--- src/rtl/lpcu_pkg.sv ---
// Shared opcode/ALU encodings, control-word layout and FSM states for the
// low-power control unit.
package lpcu_pkg;

   localparam logic [2:0] OPC_NOP   = 3'b000;
   localparam logic [2:0] OPC_ADD   = 3'b001;
   localparam logic [2:0] OPC_SUB   = 3'b010;
   localparam logic [2:0] OPC_AND   = 3'b011;
   localparam logic [2:0] OPC_OR    = 3'b100;
   localparam logic [2:0] OPC_LOAD  = 3'b101;
   localparam logic [2:0] OPC_STORE = 3'b110;
   localparam logic [2:0] OPC_JUMP  = 3'b111;

   localparam logic [2:0] ALU_NONE = 3'b000;
   localparam logic [2:0] ALU_ADD  = 3'b001;
   localparam logic [2:0] ALU_SUB  = 3'b010;
   localparam logic [2:0] ALU_AND  = 3'b011;
   localparam logic [2:0] ALU_OR   = 3'b100;

   typedef struct packed {
      logic       reg_write;
      logic       mem_read;
      logic       mem_write;
      logic       alu_src;
      logic [2:0] alu_op;
      logic       branch;
      logic       jump;
   } ctrl_t;

   typedef enum logic {
      ACTIVE = 1'b0,
      SLEEP  = 1'b1
   } state_t;

endpackage

--- src/rtl/lpcu_decoder.sv ---
// Purely combinational opcode to control-word mapping; every opcode value
// has an explicit entry so nothing unknown can leak into the datapath.
module lpcu_decoder
   import lpcu_pkg::*;
(
   input  logic [2:0] opcode,
   output ctrl_t      ctrl
);

   always_comb begin
      ctrl = '0;
      case (opcode)
         OPC_NOP: begin
            ctrl.alu_op = ALU_NONE;
         end
         OPC_ADD: begin
            ctrl.reg_write = 1'b1;
            ctrl.alu_op    = ALU_ADD;
         end
         OPC_SUB: begin
            ctrl.reg_write = 1'b1;
            ctrl.alu_op    = ALU_SUB;
         end
         OPC_AND: begin
            ctrl.reg_write = 1'b1;
            ctrl.alu_op    = ALU_AND;
         end
         OPC_OR: begin
            ctrl.reg_write = 1'b1;
            ctrl.alu_op    = ALU_OR;
         end
         // Loads and stores compute the address as base + immediate.
         OPC_LOAD: begin
            ctrl.reg_write = 1'b1;
            ctrl.mem_read  = 1'b1;
            ctrl.alu_src   = 1'b1;
            ctrl.alu_op    = ALU_ADD;
         end
         OPC_STORE: begin
            ctrl.mem_write = 1'b1;
            ctrl.alu_src   = 1'b1;
            ctrl.alu_op    = ALU_ADD;
         end
         OPC_JUMP: begin
            ctrl.jump = 1'b1;
         end
      endcase
   end

endmodule

--- src/rtl/low_power_ctrl_unit.sv ---
// Registered instruction decoder that holds its outputs while idle and drops
// into a cleared SLEEP state after IDLE_CYCLES consecutive idle cycles.
module low_power_ctrl_unit
   import lpcu_pkg::*;
#(
   parameter int IDLE_CYCLES = 8,
   parameter int IDLE_CNT_W  = 8
) (
   input  logic       clk,
   input  logic       rst,
   input  logic [2:0] opcode,
   input  logic       valid,
   output logic       reg_write,
   output logic       mem_read,
   output logic       mem_write,
   output logic       alu_src,
   output logic [2:0] alu_op,
   output logic       branch,
   output logic       jump
);

   localparam logic [IDLE_CNT_W-1:0] IDLE_LIMIT = IDLE_CNT_W'(IDLE_CYCLES);

   state_t                state_q, state_d;
   ctrl_t                 ctrl_q, ctrl_d, dec_ctrl;
   logic [IDLE_CNT_W-1:0] idle_q, idle_d;
   logic                  load_en;

   lpcu_decoder u_decoder (
      .opcode (opcode),
      .ctrl   (dec_ctrl)
   );

   // The output register is only enabled on a valid instruction or on the
   // SLEEP-entry edge, so the control strobes stay quiet while idle.
   always_comb begin
      state_d = state_q;
      idle_d  = idle_q;
      ctrl_d  = '0;
      load_en = 1'b0;
      if (valid) begin
         state_d = ACTIVE;
         idle_d  = '0;
         ctrl_d  = dec_ctrl;
         load_en = 1'b1;
      end else if (state_q == ACTIVE) begin
         if (idle_q != IDLE_LIMIT)
            idle_d = idle_q + 1'b1;
         if (idle_d == IDLE_LIMIT) begin
            state_d = SLEEP;
            load_en = 1'b1;
         end
      end
   end

   always_ff @(posedge clk or posedge rst) begin
      if (rst) begin
         state_q <= ACTIVE;
         idle_q  <= '0;
         ctrl_q  <= '0;
      end else begin
         state_q <= state_d;
         idle_q  <= idle_d;
         if (load_en)
            ctrl_q <= ctrl_d;
      end
   end

   assign reg_write = ctrl_q.reg_write;
   assign mem_read  = ctrl_q.mem_read;
   assign mem_write = ctrl_q.mem_write;
   assign alu_src   = ctrl_q.alu_src;
   assign alu_op    = ctrl_q.alu_op;
   assign branch    = ctrl_q.branch;
   assign jump      = ctrl_q.jump;

endmodule

--- config.mk ---
export PLATFORM = sky130hd
export DESIGN_NAME = low_power_ctrl_unit
export DESIGN_NICKNAME = d
export VERILOG_FILES = /design/src/rtl/lpcu_pkg.sv /design/src/rtl/lpcu_decoder.sv /design/src/rtl/low_power_ctrl_unit.sv
export SDC_FILE = /design/constraint.sdc
export NUM_CORES = 1
export LEC_CHECK = 0
export CELL_PAD_IN_SITES_DETAIL_PLACEMENT = 1
export CELL_PAD_IN_SITES_GLOBAL_PLACEMENT = 2
export CORE_ASPECT_RATIO = 0.7
export CORE_MARGIN = 5
export CORE_UTILIZATION = 32
export DETAILED_ROUTE_END_ITERATION = 10
export PLACE_DENSITY_LB_ADDON = 0.1
export SYNTH_ARGS = -nofsm -noshare
export SYNTH_HDL_FRONTEND = slang
export SYNTH_SLANG_ARGS = --single-unit
--- constraint.sdc ---
create_clock -name clk -period 1.85 [get_ports clk]
set_input_delay 0.2775 -clock clk [delete_from_list [all_inputs] [get_ports clk]]
set_output_delay 0.2775 -clock clk [all_outputs]
set_load 0.05 [all_outputs]
### After elaboration in Yosys (flattened, before gate mapping)

Cells that the tools add are included.

* bits in registers: 18
* input port bits: 6
* output and inout port bits: 9
* word-level logic and storage cells: 40

* $add $sub $neg: 1
* equal/unequal tests: 10
* multiplexer cells: 17
* reductions and logical operators: 3

Operators with widths (number)
* 2-to-1 mux 8 bit: 5
* equality test 3 bit (second input constant): 4
* one-hot mux 3 bit (4 select lines): 1
* 2-to-1 mux 1 bit: 10
* 2-to-1 mux 9 bit: 1
* adder 8 x 1 -> 8 bit (second input constant): 1
* equality test 8 x 4 -> 1 bit (second input constant): 1
* inequality test 8 x 4 -> 1 bit (second input constant): 1
* equality test 3 x 2 -> 1 bit (second input constant): 2
* OR reduction 5 bit: 1
* equality test 3 x 1 -> 1 bit (second input constant): 1
* OR reduction 3 bit: 1
* inequality test 2 bit (second input constant): 1
* OR reduction 2 bit: 1

### Logic depth before layout (Yosys ltp)

* word-level depth: 8
* mapped depth: 7
* depth with buffers taken out: 7

### Hierarchy

From an unflattened synthesis, not the netlist that was laid out.

* cells, all modules: 127
* area, all modules: 1229.9 µm²

By module, submodules not included
* low_power_ctrl_unit: times used 1, cells each 112, area each 1129.8 µm², seq. area each 450.4 µm²
* lpcu_decoder: times used 1, cells each 15, area each 100.1 µm², seq. area each 0.0 µm²

### Worst setup path before layout

Ideal clock, no wire load.

* path type: register to register
* from: register idle_q[0]
* to: register ctrl_q, in the netlist alu_op[2]
* setup time: 0.136 ns
* data arrival time: 1.562 ns
* data required time: 1.714 ns
* setup slack: 0.152 ns
* stages on the path, launching flop included: 8
* path buffers: 0
* clock period less this slack: 1.698 ns
* cell sequence: dfrtp_1 -> ha_1 -> nand3_1 -> xnor2_1 -> nor4_2 -> o21ai_2 -> nor3_4 -> o32ai_1

* longest elaborated chain between the ends: 8
* elaborated cells between the ends (all ways): 9
* classes of those cells: add/sub (1); eq/ne (2); mux (6)

Ends and longest elaborated chain
* start: declaration: RTL line low_power_ctrl_unit.sv:26 `logic [IDLE_CNT_W-1:0] idle_q, idle_d;`
* start signal: assignment: RTL line low_power_ctrl_unit.sv:63 `idle_q <= idle_d;`
* adder 8 x 1 -> 8 bit / inequality test 8 x 4 -> 1 bit (equally long branches): RTL line low_power_ctrl_unit.sv:48, low_power_ctrl_unit.sv:47
* 2-to-1 mux 8 bit *: RTL line low_power_ctrl_unit.sv:47 `if (idle_q != IDLE_LIMIT)`
* 2-to-1 mux 8 bit *: RTL line low_power_ctrl_unit.sv:46 `end else if (state_q == ACTIVE) begin`
* 2-to-1 mux 8 bit *: RTL line low_power_ctrl_unit.sv:41 `if (valid) begin`
* equality test 8 x 4 -> 1 bit *: RTL line low_power_ctrl_unit.sv:49 `if (idle_d == IDLE_LIMIT) begin`
* 2-to-1 mux 1 bit *: RTL line low_power_ctrl_unit.sv:49
* 2-to-1 mux 1 bit *: RTL line low_power_ctrl_unit.sv:46
* 2-to-1 mux 1 bit *: RTL line low_power_ctrl_unit.sv:41
* end signal: assignment: RTL line low_power_ctrl_unit.sv:65 `ctrl_q <= ctrl_d;`
* end: declaration: RTL line low_power_ctrl_unit.sv:25 `ctrl_t ctrl_q, ctrl_d, dec_ctrl;`

Mark *: on every way between the ends. The rest lies on a longest branch, timed or not. The select of a mux whose other input is x is not followed.
A chain may end at the register's enable or synchronous reset.

### Worst setup path after layout

* from: register idle_q[5]
* to: register ctrl_q, in the netlist mem_write

Same word-level chain as after synthesis.

==> impl_metrics.ini <==
[logic_synthesis]
synth_compound_area_frac = 0.116
async_flop_share = 1.00
synth_mux_area_frac = 0.0200
ys_warn_count = 0
synthXorXnorAreaFrac = 0.0699
synth_flop_cell = dfrtp_1
seq_area_frac_synth = 0.424
synth_cell_types = 35
syn_inst = 106
ys_seq_elements = 17
synth-adder-area-share = 0.0250
postSynthAreaPerCell_um2 = 9.45
synthSimpleGateAreaFrac = 0.257
synth_top_family_by_area = simple AND/OR/NAND/NOR gates
synth_area_um2 = 1000
synth_edf_count = 0
synth_nets = 114

[sta]
maxSlewHeadroom = 0.667
finalSetupViolations = 0
worst_pin_slew_ns = 0.499
hold_viol = 0
worst_clock_skew_ns = 0.00103
max_freq_mhz = 554
period_needed_ns = 1.80
slew_viol_final = 0
post-route-period-util = 0.975
holdWs_ns = 0.336

[finish]
layout_common_cells = 15 x dfrtp_1, 13 x clkdlybuf4s50_1, 9 x inv_1, 9 x nor2_1, 8 x buf_4
fill_cells = 352
area_growth_pct = 34.2
seq_area_um2 = 428
multiInputGateArea_um2 = 566
final_common_cell = dfrtp_1
antennaDiodeCount = 0
final_nets = 135
drive_gt1_frac = 0.286

[job]
cap_viol_max_count = 0

[outcome]
status = finished clean

[detailed_routing]
dr.pass1.iters = 4
routed_via_density = 5.00
first_iter_violations = 16
antenna_left = 0
wirelength_mm = 2.53
drcViolationCount = 0
vias = 820
wl_per_cell_um = 15.4

[worst_setup_path]
rrSetupSlack_ns = 0.05
rr_endpoint = mem_write
ff2ff_path_depth = 7
critPathLaunchType = register
critPathKind = reg -> reg
crit_path_max_fanout = 8
cp_data_required_time_ns = 2.01
crit_arrival_ns = 1.96
endpoint_kind = register
r2r_start = idle_q[5]

[floorplanning]
die_y_um = 56.8
fp-row-count = 17
core_um2 = 3080
io_pins = 15
start_util = 0.325
dieArea_um2 = 4370
die_x_um = 76.9

[pwr]
vdd_drop_max_mv = 0.405
powerDensity_nw_per_um2 = 671
fin_total_pwr_uw = 903
clockPowerShare = 0.317
p_switching_uw = 274
swShare = 0.303
pwr-share-comb = 0.231
intPower_uw = 629
p_leak_uw = 0.000562
pwr-share-seq = 0.452

[cts]
cts_root_buf = clkbuf_8
cts_sinks = 17
hold_buffers = 0
cts_buffers = 3
cts_tree = yes
ctsLongestPathBuffers = 2
cts_max_level = 1
clock_latency_ns = 0.25
clk_pin_slew_ns = 0.07

[global_routing]
grt_max_degree = 22
grt_overflow = 0
antenna_found_initial = 0
grtUsageTotal = 0.119
grt_first_pass_wirelength_mm = 4.05
grt_pass1_vias = 814

[place]
place_hpwl_mm = 1.73
place_congestion = 0.782
io_buffers = 13

[min_path]
min_path_type = in -> async
==> flip-flops by register name, indices dropped and copies added, names as in the netlist <==
| register | count |
|---|---|
| mem_read | 1 |
| alu_op | 3 |
| idle_q | 8 |
| reg_write | 1 |
| state_q | 1 |
| jump | 1 |
| mem_write | 1 |
| alu_src | 1 |
==> power groups by stage <==
| stage | Clock (µW) | Combinational [µW] | Sequential, µW |
|---|---|---|---|
| after floorplan | 0 | 72.8 | 461 |
| after global placement | 0 | 186 | 412 |
| after detailed placement | 0 | 186 | 414 |
| after CTS | 289 | 187 | 407 |
| after global routing | 318 | 225 | 412 |
| final | 286 | 209 | 408 |
==> Yosys cell counts, drive strengths merged, types with 4 or more instances <==
| master | instances | share of area |
|---|---|---|
| nand3 | 6 | 0.035 |
| a21oi | 4 | 0.020 |
| o21ai | 6 | 0.034 |
| nor2 | 10 | 0.037 |
| nand2 | 5 | 0.019 |
| inv | 10 | 0.037 |
| xnor2 | 6 | 0.052 |
| or3 | 4 | 0.025 |
| dfrtp | 17 | 0.42 |
| nor3 | 4 | 0.031 |
| buf | 4 | 0.035 |
| o32ai | 6 | 0.052 |
==> cell type report <==
| type | count | share of cell area |
|---|---|---|
| clock buffers | 4 | 0.0335 |
| repair buffers | 23 | 0.165 |
| well taps | 38 | 0.0353 |
| flip-flops and latches | 17 | 0.318 |
| inverters | 10 | 0.0279 |
| multi-input cells | 72 | 0.420 |
==> metrics by stage <==
| step | setup TNS, ns | utilization | instance area (µm²) | setup WS, ns | std cells |
|---|---|---|---|---|---|
| finish | 0 | 0.436 | 1350 | 0.0464 | 164 |
| global route | -0.289 | 0.436 | 1350 | -0.0732 | 164 |
| CTS | 0 | 0.402 | 1240 | 0.00513 | 160 |
| detailed placement | -0.0559 | 0.380 | 1170 | -0.0194 | 155 |
| global placement | 0 | 0.380 | 1170 | 0.0199 | 155 |
| floorplan | 0 | - | 1000 | 0.152 | 106 |
==> per-layer routing <==
layer | track usage | vias to the layer above | part of all wire
li1 | - | 402 | -
met1 | 0.163 | 409 | 0.49
met2 | 0.173 | 7 | 0.47
met3 | 0.0417 | 2 | 0.032
met4 | 0.0374 | 0 | 0.0047
met5 | 0 | - | 0
==> worst max-delay path by stage <==
stage / cells past startpoint / slack, ns / endpoint / from
detailed placement: 7 / -0.02 / reg_write / idle_q[0]
global placement: 7 / 0.02 / alu_op[0] / idle_q[0]
CTS: 8 / 0.005 / alu_op[2] / idle_q[0]
finish: 7 / 0.05 / mem_write / idle_q[5]
floorplan: 7 / 0.15 / alu_op[2] / idle_q[0]
global route: 7 / -0.07 / mem_write / idle_q[5]
==> timing repair <==
| action | CTS | global route |
|---|---|---|
| setup buffers | 1 | 4 |
| pin swaps | 1 | 5 |
| setup endpoints to repair | 8 | 8 |
| gates resized for setup | 1 | 15 |
==> critical path, stage by stage (launching register included) <==
cell	delay (ns)
dfrtp_1	0.46
nor4b_2	0.32
and3_4	0.28
nor4_4	0.06
o21ai_2	0.18
nor3_4	0.06
buf_12	0.16
o32ai_2	0.20
==> kinds of logic (layout without fill, tap and decap cells) <==
kind of cell | Yosys count | count (layout)
XOR/XNOR | 8 | 8
AO/OA/AOI/OAI | 17 | 17
AND/OR/NAND/NOR | 42 | 42
flip-flops | 17 | 17
other | 1 | 1
multiplexers | 2 | 2
buffers and inverters | 17 | 37
adder cells (fa/ha/maj) | 2 | 2
Power figures use the tool's default switching activity.
